`src/rtl/reorder_buffer.sv`:
```
// Reorder buffer: in-order retirement of out-of-order results, tags 1..2^ROB_TAG_W-1.
// Ports: clk, rst, rdy, in_flush, alloc (in_alloc_*/out_alloc_tag/out_full),
//   CDB (in_cdb_*), two operand queries (in_query_tag*/out_query_*), commit (out_commit_*).
// Optional macro ROB_CDB_BYPASS_EN forwards a same-cycle CDB result onto the query ports.
module reorder_buffer #(
    parameter int ROB_TAG_W = 4,
    parameter int DATA_W    = 32,
    parameter int REG_W     = 5
) (
    input  logic                 clk,
    input  logic                 rst,
    input  logic                 rdy,
    input  logic                 in_flush,
    input  logic                 in_alloc_valid,
    input  logic [REG_W-1:0]     in_alloc_dest_reg,
    output logic [ROB_TAG_W-1:0] out_alloc_tag,
    output logic                 out_full,
    input  logic                 in_cdb_valid,
    input  logic [ROB_TAG_W-1:0] in_cdb_tag,
    input  logic [DATA_W-1:0]    in_cdb_value,
    input  logic [ROB_TAG_W-1:0] in_query_tag1,
    input  logic [ROB_TAG_W-1:0] in_query_tag2,
    output logic                 out_query_ready1,
    output logic                 out_query_ready2,
    output logic [DATA_W-1:0]    out_query_value1,
    output logic [DATA_W-1:0]    out_query_value2,
    output logic [REG_W-1:0]     out_commit_reg,
    output logic [ROB_TAG_W-1:0] out_commit_tag,
    output logic [DATA_W-1:0]    out_commit_value
);

    localparam int NENT = 1 << ROB_TAG_W;
    localparam logic [ROB_TAG_W-1:0] MAXTAG = ROB_TAG_W'(NENT - 1);
    localparam logic [ROB_TAG_W-1:0] TAG1   = ROB_TAG_W'(1);

    // Slot 0 exists only so tags index directly; it is never made busy.
    logic [NENT-1:0]      busy_q, busy_d;
    logic [NENT-1:0]      ready_q, ready_d;
    logic [REG_W-1:0]     dest_q [NENT];
    logic [REG_W-1:0]     dest_d [NENT];
    logic [DATA_W-1:0]    val_q [NENT];
    logic [DATA_W-1:0]    val_d [NENT];
    logic [ROB_TAG_W-1:0] head_q, head_d;
    logic [ROB_TAG_W-1:0] tail_q, tail_d;
    logic [ROB_TAG_W-1:0] count_q, count_d;

    logic cdb_hit, commit_ok, do_alloc;
    logic byp1, byp2, hit1, hit2;

    function automatic logic [ROB_TAG_W-1:0] nxt(input logic [ROB_TAG_W-1:0] p);
        return (p == MAXTAG) ? TAG1 : p + TAG1;
    endfunction

    assign out_full      = (count_q == MAXTAG);
    assign out_alloc_tag = tail_q;
    assign cdb_hit   = in_cdb_valid && (in_cdb_tag != '0) && busy_q[in_cdb_tag];
    assign commit_ok = (count_q != '0) && ready_q[head_q];
    // Allocation looks at the pre-edge full flag, so a same-cycle commit never frees room.
    assign do_alloc  = in_alloc_valid && !out_full;

    always_comb begin
        busy_d  = busy_q;
        ready_d = ready_q;
        dest_d  = dest_q;
        val_d   = val_q;
        head_d  = head_q;
        tail_d  = tail_q;
        count_d = count_q;
        if (in_flush) begin
            busy_d  = '0;
            ready_d = '0;
            head_d  = TAG1;
            tail_d  = TAG1;
            count_d = '0;
        end else begin
            if (cdb_hit) begin
                ready_d[in_cdb_tag] = 1'b1;
                val_d[in_cdb_tag]   = in_cdb_value;
            end
            if (commit_ok) begin
                busy_d[head_q]  = 1'b0;
                ready_d[head_q] = 1'b0;
                head_d          = nxt(head_q);
            end
            // Tail is never busy when allocation is allowed, so no clash with CDB/commit.
            if (do_alloc) begin
                busy_d[tail_q]  = 1'b1;
                ready_d[tail_q] = 1'b0;
                dest_d[tail_q]  = in_alloc_dest_reg;
                tail_d          = nxt(tail_q);
            end
            case ({do_alloc, commit_ok})
                2'b10:   count_d = count_q + TAG1;
                2'b01:   count_d = count_q - TAG1;
                default: count_d = count_q;
            endcase
        end
    end

    always_ff @(posedge clk or posedge rst) begin
        if (rst) begin
            busy_q  <= '0;
            ready_q <= '0;
            head_q  <= TAG1;
            tail_q  <= TAG1;
            count_q <= '0;
            for (int i = 0; i < NENT; i++) begin
                dest_q[i] <= '0;
                val_q[i]  <= '0;
            end
        end else if (rdy) begin
            busy_q  <= busy_d;
            ready_q <= ready_d;
            head_q  <= head_d;
            tail_q  <= tail_d;
            count_q <= count_d;
            dest_q  <= dest_d;
            val_q   <= val_d;
        end
    end

    always_comb begin
        out_commit_reg   = '0;
        out_commit_tag   = '0;
        out_commit_value = '0;
        if (commit_ok) begin
            out_commit_reg   = dest_q[head_q];
            out_commit_tag   = head_q;
            out_commit_value = val_q[head_q];
        end
    end

    assign hit1 = (in_query_tag1 != '0) && busy_q[in_query_tag1] && ready_q[in_query_tag1];
    assign hit2 = (in_query_tag2 != '0) && busy_q[in_query_tag2] && ready_q[in_query_tag2];

`ifdef ROB_CDB_BYPASS_EN
    assign byp1 = in_cdb_valid && (in_query_tag1 != '0) && (in_cdb_tag == in_query_tag1)
                  && busy_q[in_query_tag1];
    assign byp2 = in_cdb_valid && (in_query_tag2 != '0) && (in_cdb_tag == in_query_tag2)
                  && busy_q[in_query_tag2];
`else
    assign byp1 = 1'b0;
    assign byp2 = 1'b0;
`endif

    // Bypassed CDB data wins: it is newer than anything already stored.
    always_comb begin
        out_query_ready1 = 1'b0;
        out_query_value1 = '0;
        out_query_ready2 = 1'b0;
        out_query_value2 = '0;
        if (byp1) begin
            out_query_ready1 = 1'b1;
            out_query_value1 = in_cdb_value;
        end else if (hit1) begin
            out_query_ready1 = 1'b1;
            out_query_value1 = val_q[in_query_tag1];
        end
        if (byp2) begin
            out_query_ready2 = 1'b1;
            out_query_value2 = in_cdb_value;
        end else if (hit2) begin
            out_query_ready2 = 1'b1;
            out_query_value2 = val_q[in_query_tag2];
        end
    end

endmodule

```
`config.mk`:
```
export PLATFORM = sky130hd
export DESIGN_NAME = reorder_buffer
export DESIGN_NICKNAME = d
export VERILOG_FILES = /design/src/rtl/reorder_buffer.sv
export SDC_FILE = /design/constraint.sdc
export NUM_CORES = 2
export LEC_CHECK = 0
export BUFFER_PORTS_ARGS = -buffer_cell sky130_fd_sc_hd__buf_2
export CORE_AREA = 2 2 278 280
export CTS_CLUSTER_DIAMETER = 80
export DETAILED_ROUTE_END_ITERATION = 8
export DIE_AREA = 0 0 280 282
export HOLD_SLACK_MARGIN = 0.06
export PLACE_DENSITY = 0.79
export SKIP_LAST_GASP = 1
export SLEW_MARGIN = 20
export SYNTH_ARGS = -nofsm -noshare
export SYNTH_HDL_FRONTEND = slang
export SYNTH_SLANG_ARGS = --single-unit
```
`constraint.sdc`:
```
create_clock -name clk -period 17.8 [get_ports clk]
set_input_delay 1.78 -clock clk [delete_from_list [all_inputs] [get_ports clk]]
set_output_delay 1.78 -clock clk [all_outputs]
set_load 0.05 [all_outputs]
```
==> flow_summary.yaml <==
run_status:
  status: "finished, final reports clean"
synth:
  synth-edff-count: 0
  syn_area_um2: 37800
  yosysSeqAreaShare_pct: 42.1
  syn-num-nets: 2472
  synth_fa_ha_area_share_pct: 0.331
  synthTopCellsByArea: "dfrtp_1, mux4_2, mux2_2, mux2_1, clkbuf_1"
  synth_xor_area_share_pct: 0.0232
  syn-mean-instance-area_um2: 15.7
  synth_cells: 2407
  async_flop_share_pct: 100
  yosys.area.top_type: "dfrtp_1"
  synthMuxAreaShare_pct: 47.5
  synth_top_area_share_pct: 42.0
  synth.distinct_cells: 66
  synth_compound_area_share_pct: 2.31
  synth_seq_cells: 636
  yosys.area_share.simple_pct: 4.08
  synthTopCellsByCount: "dfrtp_1, mux4_2, mux2_2"
  ys.flop_type: "dfrtp_1"
  ys_warn_count: 0
  synth.most_common_cell: "dfrtp_1"
  synth_top_family_by_area: "multiplexers"
power:
  p_clk_share_pct: 46.2
  pwr-share-seq_pct: 46.4
  internal_power_mw: 2.47
  pwr-share-comb_pct: 7.5
  p_sw_share_pct: 23.9
  p_leak_nw: 18.9
  ir_drop_v: 0.0000651
  powerDensity_nw_per_um2: 78.7
  p_sw_mw: 0.775
clock_tree:
  ctsRootBufferMaster: "clkbuf_16"
  insertion_delay_ps: 610
  cts-htree-levels: 3
  cts_buffers: 70
  ctsHoldBuffers: 0
  cts_tree: "built"
  cts_buffer_depth: 3
  clock-sinks: 636
  cts_setup_buffers: 0
  cts_resized: 0
  clk_pin_slew_ps: 60
placement:
  io_buffers: 166
  dp_hpwl_mm: 60.8
  place_congestion: 0.939
  placed_cells: 3315
worst_setup_path:
  critical_path.max_fanout: 77
  r2r_slack_ps: 13120
  crit_required_ps: 16020
  start_kind: "primary input"
  critPathCaptureType: "output pin"
  worstSetupPathType: "primary input to output pin"
  cp.arrival_ps: 5010
sta:
  finalSetupViolCount: 0
  max_freq_mhz: 147
  max_slew_margin_pct: 22.0
  worst_pin_slew_ps: 1170
  finalMaxSlewViolations: 0
  timing.hold.ws_ps: 418
  rsz0062_at_grt: "false"
  fin_crit_sh_pct: 38.2
  period_needed_ps: 6790
  fin_skew_ps: 28.9
  hold_viol_final: 0
  setup-tns-final_ps: 0
route:
  drt-wirelength-per-cell_um: 30.3
  ant_nets: 0
  via_count: 24159
  first_iter_violations: 2810
  viasPerCell: 7.01
  drc: 0
  drt_wl_total_mm: 104
  first_pass_iters: 6
layout:
  area_growth_pct: 9.22
  fin_nets: 2476
  stdcell_count: 3446
  drive_gt1_share_pct: 51.0
  final_core_util_pct: 54.5
grt:
  grtUsageTotal_pct: 27.0
  grt_max_degree: 87
  grt_overflow: 0
  antenna_found_initial: 14
  grt_pass1_vias: 25997
  grt_pass1_wl_mm: 161
floorplan:
  die_h_um: 282
  core_region_area_um2: 75700
  num_rows: 101
  dieArea_um2: 79000
  num_io_pins: 167
  initial_core_util_pct: 49.9
  die_x_um: 280
min_path:
  hold_path_class: "flip-flop to flip-flop"
job:
  max-cap-violations: 0
## cell type report
class                           count  area, µm²
Fill cell                        5827      34400
Multi-Input combinational cell   1487      20500
Sequential cell                   636      15900
Clock buffer                       99       2020
Tap cell                          978       1220
Timing Repair Buffer              199       1170
Clock inverter                     25        334
Inverter                           17       73.8
Antenna cell                        5       12.5
## cells in the final DEF (no fill, tap or decap), types with 8 or more instances in the layout
cell type  count
nand2_1       48
and3_1        16
dfrtp_1      632
clkbuf_8      15
mux2_2       398
nand3_1       19
buf_4         28
mux4_2       515
nor2_1        23
inv_1         12
a31oi_1       11
clkbuf_1      14
clkbuf_16     71
o211ai_1       9
nor2b_1       68
o21ai_0       50
clkinv_2      12
a21oi_1       13
and2_1        39
ha_1          10
buf_2        160
nand4_1        8
mux2_1       163
## state kept, by name, summed over array words and instances (netlist names)
| register | flops |
|---|---|
| count_q | 4 |
| head_q | 4 |
| dest_q | 80 |
| val_q | 512 |
| out_alloc_tag | 4 |
| busy_q | 16 |
| ready_q | 16 |
## power by group through the flow
stage / logic [mW] / clock network, mW / registers, mW
finish: 0.243 / 1.50 / 1.51
global route: 0.262 / 1.58 / 1.51
CTS: 0.243 / 1.52 / 1.51
detailed placement: 0.242 / 0 / 1.53
global placement: 0.233 / 0 / 1.53
floorplan: 0.175 / 0 / 1.53
## logic make-up (layout without fill, tap and decap cells)
logic type / after synthesis / count (layout)
buf+inv: 284 / 340
flops: 636 / 636
fa+ha+maj: 10 / 10
simple gates: 265 / 265
compound gates: 131 / 131
xor+xnor: 1 / 1
other cells: 0 / 5
mux: 1080 / 1080
## metal layers
layer  GRT usage (%)  up-vias  share of wire [%]
met5               0        -              0.088
met4            10.6       16                3.7
met3            7.10      271                9.8
met2            43.1     1405                 48
met1            35.7    12895                 38
li1                -     9572                  -
## worst max-delay path, cell delays in order
cell	delay, ps
buf_6	640
buf_4	890
mux4_2	610
mux4_2	580
nor2b_1	180
buf_2	260
## worst paths after layout
check | start | to | cells after the start
setup / recovery | in_query_tag1[2] | out_query_value1[0] | 6
hold / removal | val_q[495]$_DFFE_PP0P_ | val_q[495]$_DFFE_PP0P_ | 0
setup reg to reg | head_q[0]$_DFFE_PP1P_ | count_q[3]$_DFFE_PP0P_ | 12
hold reg to reg | val_q[495]$_DFFE_PP0P_ | val_q[495]$_DFFE_PP0P_ | 0
max in group asynchronous | rst | val_q[420]$_DFFE_PP0P_ | 6
min in group asynchronous | rst | head_q[1]$_DFFE_PP0P_ | 2
## through the flow
| step | power (mW) | worst slack, ps | area [µm²] |
|---|---|---|---|
| 2_1_floorplan | 1.70 | 7330 | 37800 |
| 3_3_place_gp | 1.76 | 10970 | 38900 |
| 3_5_place_dp | 1.77 | 10900 | 38900 |
| 4_1_cts | 3.27 | 10890 | 41200 |
| 5_1_grt | 3.35 | 10780 | 41300 |
| 6_report | 3.25 | 11010 | 41300 |
Power figures use the tool's default switching activity.
